[src/rtl/seq_mult_pkg.sv]
// Shared constants and helpers for the sequential shift-add / Booth multiplier.
// Holds the FSM state encodings, the Booth-pair encodings and the counter sizing function.
package seq_mult_pkg;

  typedef logic [1:0] state_t;

  localparam state_t ST_IDLE = 2'd0;
  localparam state_t ST_BUSY = 2'd1;
  localparam state_t ST_DONE = 2'd2;

  typedef logic [1:0] booth_t;

  localparam booth_t BOOTH_NOP = 2'd0;
  localparam booth_t BOOTH_ADD = 2'd1;
  localparam booth_t BOOTH_SUB = 2'd2;

  // The counter must hold WIDTH itself, not just WIDTH-1.
  function automatic int unsigned cnt_width(input int unsigned width);
    return $clog2(width + 1);
  endfunction

  // {Q[0], q_m1}: 01 adds M, 10 subtracts M, 00 and 11 are runs with no action.
  function automatic booth_t booth_decode(input logic q0, input logic q_m1);
    booth_t op;
    op = BOOTH_NOP;
    if (q0 && !q_m1) begin
      op = BOOTH_SUB;
    end else if (!q0 && q_m1) begin
      op = BOOTH_ADD;
    end
    return op;
  endfunction

endpackage

[src/rtl/seq_mult_step.sv]
// One combinational multiplier iteration: conditional add (unsigned) or Booth add/sub
// (signed), followed by a one-bit right shift of {acc, Q, q_m1}.
module seq_mult_step
  import seq_mult_pkg::*;
#(
  parameter int unsigned WIDTH = 4
) (
  input  logic [WIDTH:0]   i_acc,
  input  logic [WIDTH-1:0] i_q,
  input  logic             i_q_m1,
  input  logic [WIDTH-1:0] i_m,
  input  logic             i_signed,
  output logic [WIDTH:0]   o_acc,
  output logic [WIDTH-1:0] o_q,
  output logic             o_q_m1
);

  logic [WIDTH:0] w_m_ext;
  logic [WIDTH:0] w_acc_in;
  logic [WIDTH:0] w_sum;
  logic           w_fill;

  always_comb begin
    w_m_ext  = i_signed ? {i_m[WIDTH-1], i_m} : {1'b0, i_m};
    // Unsigned mode keeps the extra acc bit clear so it can act as the adder carry.
    w_acc_in = i_signed ? i_acc : {1'b0, i_acc[WIDTH-1:0]};
    w_sum    = w_acc_in;
    if (!i_signed) begin
      if (i_q[0]) begin
        w_sum = w_acc_in + w_m_ext;
      end
    end else begin
      unique case (booth_decode(i_q[0], i_q_m1))
        BOOTH_ADD: w_sum = w_acc_in + w_m_ext;
        BOOTH_SUB: w_sum = w_acc_in - w_m_ext;
        default:   w_sum = w_acc_in;
      endcase
    end

    w_fill = i_signed ? w_sum[WIDTH] : 1'b0;
    o_acc  = {w_fill, w_sum[WIDTH:1]};
    o_q    = {w_sum[0], i_q[WIDTH-1:1]};
    o_q_m1 = i_signed ? i_q[0] : 1'b0;
  end

endmodule

[src/rtl/seq_shift_add_mult.sv]
// Sequential WIDTH x WIDTH multiplier, one iteration per clock, with valid/ready on both
// sides. Unsigned uses shift-add, signed uses radix-2 Booth; full 2*WIDTH-bit product.
module seq_shift_add_mult
  import seq_mult_pkg::*;
#(
  parameter int unsigned WIDTH = 4
) (
  input  logic               clk,
  input  logic               reset,
  input  logic               in_valid,
  output logic               in_ready,
  input  logic [WIDTH-1:0]   a,
  input  logic [WIDTH-1:0]   b,
  input  logic               is_signed,
  output logic               out_valid,
  input  logic               out_ready,
  output logic [2*WIDTH-1:0] p,
  output logic               busy
);

  localparam int unsigned CntW = cnt_width(WIDTH);

  state_t            r_state;
  logic [WIDTH:0]    r_acc;
  logic [WIDTH-1:0]  r_q;
  logic              r_q_m1;
  logic [WIDTH-1:0]  r_m;
  logic              r_signed;
  logic [CntW-1:0]   r_count;
  logic [2*WIDTH-1:0] r_p;

  logic [WIDTH:0]    w_acc_nxt;
  logic [WIDTH-1:0]  w_q_nxt;
  logic              w_q_m1_nxt;

  seq_mult_step #(
    .WIDTH (WIDTH)
  ) u_step (
    .i_acc    (r_acc),
    .i_q      (r_q),
    .i_q_m1   (r_q_m1),
    .i_m      (r_m),
    .i_signed (r_signed),
    .o_acc    (w_acc_nxt),
    .o_q      (w_q_nxt),
    .o_q_m1   (w_q_m1_nxt)
  );

  always_ff @(posedge clk or posedge reset) begin
    if (reset) begin
      r_state  <= ST_IDLE;
      r_acc    <= '0;
      r_q      <= '0;
      r_q_m1   <= 1'b0;
      r_m      <= '0;
      r_signed <= 1'b0;
      r_count  <= '0;
      r_p      <= '0;
    end else begin
      unique case (r_state)
        ST_IDLE: begin
          if (in_valid) begin
            r_m      <= a;
            r_q      <= b;
            r_signed <= is_signed;
            r_acc    <= '0;
            r_q_m1   <= 1'b0;
            r_count  <= CntW'(WIDTH);
            r_state  <= ST_BUSY;
          end
        end
        ST_BUSY: begin
          r_acc   <= w_acc_nxt;
          r_q     <= w_q_nxt;
          r_q_m1  <= w_q_m1_nxt;
          r_count <= r_count - CntW'(1);
          // Last iteration: publish the product on the same edge that enters DONE.
          if (r_count == CntW'(1)) begin
            r_p     <= {w_acc_nxt[WIDTH-1:0], w_q_nxt};
            r_state <= ST_DONE;
          end
        end
        ST_DONE: begin
          if (out_ready) begin
            r_state <= ST_IDLE;
          end
        end
        default: r_state <= ST_IDLE;
      endcase
    end
  end

  assign in_ready  = (r_state == ST_IDLE);
  assign out_valid = (r_state == ST_DONE);
  assign busy      = (r_state == ST_BUSY) || (r_state == ST_DONE);
  assign p         = r_p;

endmodule

[config.mk]
export PLATFORM = sky130hd
export DESIGN_NAME = seq_shift_add_mult
export DESIGN_NICKNAME = d
export VERILOG_FILES = /design/src/rtl/seq_mult_pkg.sv /design/src/rtl/seq_mult_step.sv /design/src/rtl/seq_shift_add_mult.sv
export SDC_FILE = /design/constraint.sdc
export NUM_CORES = 1
export LEC_CHECK = 0
export ABC_AREA = 1
export CAP_MARGIN = 40
export CORE_ASPECT_RATIO = 0.5
export CORE_MARGIN = 1.5
export CORE_UTILIZATION = 53
export CTS_CLUSTER_SIZE = 8
export DETAILED_ROUTE_END_ITERATION = 10
export PLACE_DENSITY = 0.76
export SKIP_LAST_GASP = 1
export SYNTH_ARGS = -nofsm -noshare
export SYNTH_HDL_FRONTEND = slang
export SYNTH_SLANG_ARGS = --single-unit
export TNS_END_PERCENT = 20
[constraint.sdc]
create_clock -name clk -period 3.4 [get_ports clk]
set_input_delay 1.02 -clock clk [delete_from_list [all_inputs] [get_ports clk]]
set_output_delay 1.02 -clock clk [all_outputs]
set_load 0.02 [all_outputs]
Word-level counts from Yosys, hierarchy flattened
Index checks and enable logic that the tools add are counted.
{"block": "word_totals", "reg_bits": 28, "inputBits": 13, "output_inout_bits": 11, "elab_cells": 52}
{"block": "op_classes", "addsub": 3, "eq_ne": 8, "n_mux": 22, "reduce_logical": 11}
{"operator": "two-way mux 5 bit", "count": 5}
{"operator": "one-hot mux 5 bit (2 select lines)", "count": 2}
{"operator": "two-way mux 2 bit", "count": 5}
{"operator": "one-hot mux 4 bit (2 select lines)", "count": 1}
{"operator": "one-hot mux 2 bit (3 select lines)", "count": 1}
{"operator": "one-hot mux 3 bit (2 select lines)", "count": 1}
{"operator": "AND reduction 2 bit", "count": 3}
{"operator": "adder 5 bit", "count": 1}
{"operator": "subtractor 5 bit", "count": 1}
{"operator": "equality test 2 x 1 -> 1 bit, second input constant", "count": 2}
{"operator": "equality test 2 bit, second input constant", "count": 2}
{"operator": "two-way mux 1 bit", "count": 4}
{"operator": "two-way mux 4 bit", "count": 1}
{"operator": "!= test 2 bit, second input constant", "count": 2}
{"operator": "equality test 3 x 1 -> 1 bit, second input constant", "count": 1}
{"operator": "two-way mux 3 bit", "count": 1}
{"operator": "AND reduction 3 bit", "count": 1}
{"operator": "subtractor 3 x 1 -> 3 bit, second input constant", "count": 1}
{"operator": "logical AND 1 bit", "count": 2}
{"operator": "zero test 1 bit", "count": 2}
{"operator": "zero test 2 bit", "count": 1}
{"operator": "!= test 2 x 1 -> 1 bit, second input constant", "count": 1}
{"operator": "one-hot mux 1 bit (2 select lines)", "count": 1}
{"operator": "nonzero test 2 bit", "count": 1}
{"operator": "logical OR 1 bit", "count": 1}

Depth between registers and ports, before layout
{"block": "logic_depth", "word_depth": 10, "depth_mapped": 14, "ltp_nobuf": 14}

Modules after synthesis
Synthesis repeated with hierarchy kept, for this count alone.
{"block": "unflattened", "cells_unflattened": 248, "hier_area_um2": 2029.4}
{"mod": "seq_shift_add_mult", "instances": 1, "cells_each": 142, "area_per_inst_um2": 1410.1, "seq_area_each_um2": 700.7}
{"mod": "seq_mult_step", "instances": 1, "cells_each": 106, "area_per_inst_um2": 619.3, "seq_area_each_um2": 0.0}

Worst setup path before layout
No wires, ideal clock.
{"block": "synth_path", "path_kind": "register to output", "startpoint": "reg r_state[0]", "endpoint": "out busy", "arrival_time_ns": 0.767, "required_ns": 2.380, "slack_ns": 1.613, "path_stages_with_launch": 3, "n_path_buf": 0, "cell_sequence": "dfrtp_1 -> inv_1 -> ha_1"}
{"block": "synth_between", "elab_chain_len": 2, "word_cells_on_any_way": 3, "cone_classes": "eq/ne (2); reduce/logical (1)"}
{"item": "start, declared", "line": "seq_shift_add_mult.sv:23", "rtl": "state_t r_state;"}
{"item": "start signal, assigned", "line": "seq_shift_add_mult.sv:51", "rtl": "r_state <= ST_IDLE;"}
{"item": "start signal, assigned", "line": "seq_shift_add_mult.sv:69", "rtl": "r_state <= ST_BUSY;"}
{"item": "start signal, assigned", "line": "seq_shift_add_mult.sv:80", "rtl": "r_state <= ST_DONE;"}
{"item": "equality test 2 x 1 -> 1 bit or equality test 2 bit (tied branches)", "line": "seq_shift_add_mult.sv:95", "rtl": "assign busy = (r_state == ST_BUSY) || (r_state == ST_DONE);"}
{"item": "logical OR 1 bit (*)", "line": "seq_shift_add_mult.sv:95"}
{"item": "end, declared", "line": "seq_shift_add_mult.sv:18", "rtl": "output logic busy"}
Every way passes the cells marked *; elsewhere a longest branch is shown, timed or not.

Worst setup path in the final report
{"block": "layout_path", "startpoint": "reg r_state[0]", "endpoint": "out in_ready"}
{"block": "layout_between", "elab_chain_len": 1}
{"item": "zero test 2 bit", "line": "seq_shift_add_mult.sv:93", "rtl": "assign in_ready = (r_state == ST_IDLE);"}
{"item": "end, declared", "line": "seq_shift_add_mult.sv:11", "rtl": "output logic in_ready,"}
No other way between the ends.

==> qor.tcl <==
set qor(timing.reg2reg.worst_path_depth) 7
set qor(vias_per_inst) 5.44
set qor(worstPathRequired_ns) 2.38
set qor(clock_tree.buffer_depth) 2
set qor(io_buffer_count) 23
set qor(avgSynthCellArea_um2) 7.91
set qor(syn_area_um2) 1760
set qor(power.net_switching_mw) 1.01
set qor(endpoint_kind) {output port}
set qor(area_delta_synth_final_pct) 17.9
set qor(min_path_cells) 2
set qor(grt_util_all_layers) 0.231
set qor(initial_utilization) 0.572
set qor(overflow) 0
set qor(cts_tree) {built}
set qor(die_w_um) 84.6
set qor(first_global_vias) 1428
set qor(final_core_util) 0.675
set qor(grt_max_degree) 29
set qor(rsz0062_at_grt) {false}
set qor(timing_hold_violations_final) 0
set qor(critPathKind) {register to output port}
set qor(yosysUniqueCellTypes) 31
set qor(grt_antenna_before_repair) 0
set qor(num_antenna_cells) 0
set qor(wire_per_inst_um) 13.7
set qor(syn_nets) 253
set qor(numClockSinks) 28
set qor(count_of_vias_placed_by_the_detailed_router) 1555
set qor(crit_path_start_kind) {register}
set qor(clk_pin_slew_worst_paths_ns) 0.09
set qor(worstReg2RegEnd) {r_q[3]}
set qor(antenna_violating_nets_post_route) 0
set qor(holdCritPathClass) {register to register}
set qor(ctsRootBufferMaster) {clkbuf_8}
set qor(vdd_ir_drop_max_uv) 596
set qor(result_of_the_run) {completed}
set qor(clock_network_latency_to_the_later_pin_of_the_worst_skew_pair_ns) 0.28
set qor(gp_congestion) 0.854
set qor(cap_viol_max_count) 0
set qor(htree_num_levels) 1
set qor(power.switching_fraction) 0.485
set qor(timing.final.crit_share) 0.784
set qor(pin_count) 24
set qor(final_wl_um) 3910
set qor(final-setup-viol-count) 0
set qor(route.detailed.drc) 0
set qor(fill_cells) 260
set qor(synth.ff_latch_count) 28
set qor(drt_iter0_drc) 110
set qor(std_cell_rows) 14
set qor(power.internal_mw) 1.07
set qor(post_cts_setup_buffer_count) 0
set qor(clock_power_share) 0.098
set qor(critical_path.endpoint) {in_ready}
set qor(synthCells) 223
set qor(power.combinational.fraction) 0.611
set qor(cts_resized) 0
set qor(power.share.sequential) 0.291
set qor(totalNegativeSetupSlack_ns) 0
set qor(global_route_wire_length_before_repair_um) 6580
set qor(cp.arrival_ns) 1.65
set qor(cts_buffers) 3
set qor(worst-slew-pin-transition_ns) 0.554
set qor(drive_gt1_frac) 0.0650
set qor(cellLeakagePower_nw) 1.02
set qor(die-height_um) 43.8
set qor(firstDrtPassIters) 4
set qor(synth-warning-count) 0
set qor(cts_hold_buf) 0
set qor(slew_viol_final) 0
set qor(synth_seq_area_share) 0.397
set qor(areal_power_density_over_the_cells_nw_per_um2) 1000
set qor(final_net_count) 277
set qor(core-area_um2) 3080
set qor(worstSetupStartpoint) {r_state[0]}
set qor(reg2reg_slack_ns) 1.26
set qor(dpl.hpwl_um) 3030
set qor(fmax_mhz) 375
set qor(finClkSkew_ns) 0.00705
set qor(worst_slew_margin_rel) 0.631
set qor(dieArea_um2) 3700
set qor(critical_path.max_fanout) 4
set qor(fin_crit_ns) 2.67
set qor(r2r_start) {r_state[1]}
-- worst min path at each step --
stage,to,slack (ns),startpoint
after floorplan,r_state[1],0.48,r_state[1]
after global placement,p[3],0.46,p[3]
after detailed placement,p[3],0.48,p[3]
after CTS,p[3],0.50,p[3]
after global routing,p[6],0.52,p[6]
final,p[3],0.49,p[3]
-- cell usage after synthesis, drive strengths merged --
library cell | instances | area [um2]
nand3 | 18 | 90.1
clkbuf | 1 | 3.75
ha | 15 | 188
inv | 33 | 124
fa | 2 | 40.0
o221ai | 1 | 8.76
mux2 | 1 | 11.3
o31ai | 1 | 7.51
nand3b | 1 | 7.51
nor3 | 1 | 16.3
a21o | 1 | 7.51
nor2 | 11 | 43.8
a21oi | 13 | 68.8
xor2 | 1 | 8.76
o32ai | 1 | 8.76
o21ai | 18 | 93.8
buf | 4 | 22.5
nand4 | 1 | 6.26
dfrtp | 28 | 701
o211ai | 4 | 30.0
or2 | 1 | 6.26
nand2 | 60 | 225
a22oi | 1 | 7.51
o22ai | 5 | 37.5
-- power by group through the flow --
stage	Combinational, mW	Sequential (mW)	Clock, mW
2_1_floorplan	0.887	0.623	0
3_3_place_gp	1.21	0.603	0
3_5_place_dp	1.26	0.611	0
4_1_cts	1.27	0.606	0.209
5_1_grt	1.42	0.625	0.222
6_report	1.27	0.607	0.205
-- registers in the layout (all words and copies together) (netlist names) --
signal and count:
r_state 2, r_count 3, r_m 4, p 8
r_q_m1 1, r_q 4, r_acc 5, r_signed 1
-- cell families after synthesis --
kind of cell / synth area share
flip-flops: 0.397
AO/OA/AOI/OAI: 0.153
XOR/XNOR: 0.00497
AND/OR/NAND/NOR: 0.224
buffers and inverters: 0.0851
adder cells (fa/ha/maj): 0.129
multiplexers: 0.00638
-- cell usage in the layout, fill, tap and decap left out, drive strengths merged, types with 2 or more instances in the layout --
master,synthesis,routed
a21oi,13,13
clkbuf,1,4
clkdlybuf4s50,0,23
dfrtp,28,28
fa,2,2
ha,15,15
inv,33,33
nand2,60,60
nand3,18,18
nor2,11,11
o211ai,4,4
o21ai,18,18
o22ai,5,5
-- per-layer routing --
layer  share of wire  GRT usage
met5               0          0
met4          0.0087     0.0452
met3           0.054     0.0533
met2            0.44      0.373
met1            0.50      0.326
-- cell type report --
cell class | instances | area [um2] | area share
Multi-Input combinational cell | 157 | 913 | 0.439
Sequential cell | 28 | 701 | 0.337
Timing Repair Buffer | 24 | 238 | 0.114
Inverter | 33 | 124 | 0.0595
Clock buffer | 4 | 55.1 | 0.0265
Tap cell | 40 | 50.0 | 0.0241
-- critical path, cell delays in order, from the launching register on --
cell	delay (ns)
dfrtp_1	0.42
inv_1	0.09
ha_1	0.23
clkdlybuf4s50_1	0.63
-- stage by stage --
stage / std cells / total power [mW] / hold slack [ns] / worst slack [ns] / instance area (um2)
global placement: 282 / 1.82 / 0.462 / 0.757 / 2030
floorplan: 223 / 1.51 / 0.478 / 1.61 / 1760
detailed placement: 282 / 1.87 / 0.476 / 0.629 / 2030
global route: 286 / 2.27 / 0.520 / 0.675 / 2080
finish: 286 / 2.08 / 0.490 / 0.734 / 2080
CTS: 286 / 2.09 / 0.497 / 0.714 / 2080
Note: power is estimated with default switching activity, not from simulation.
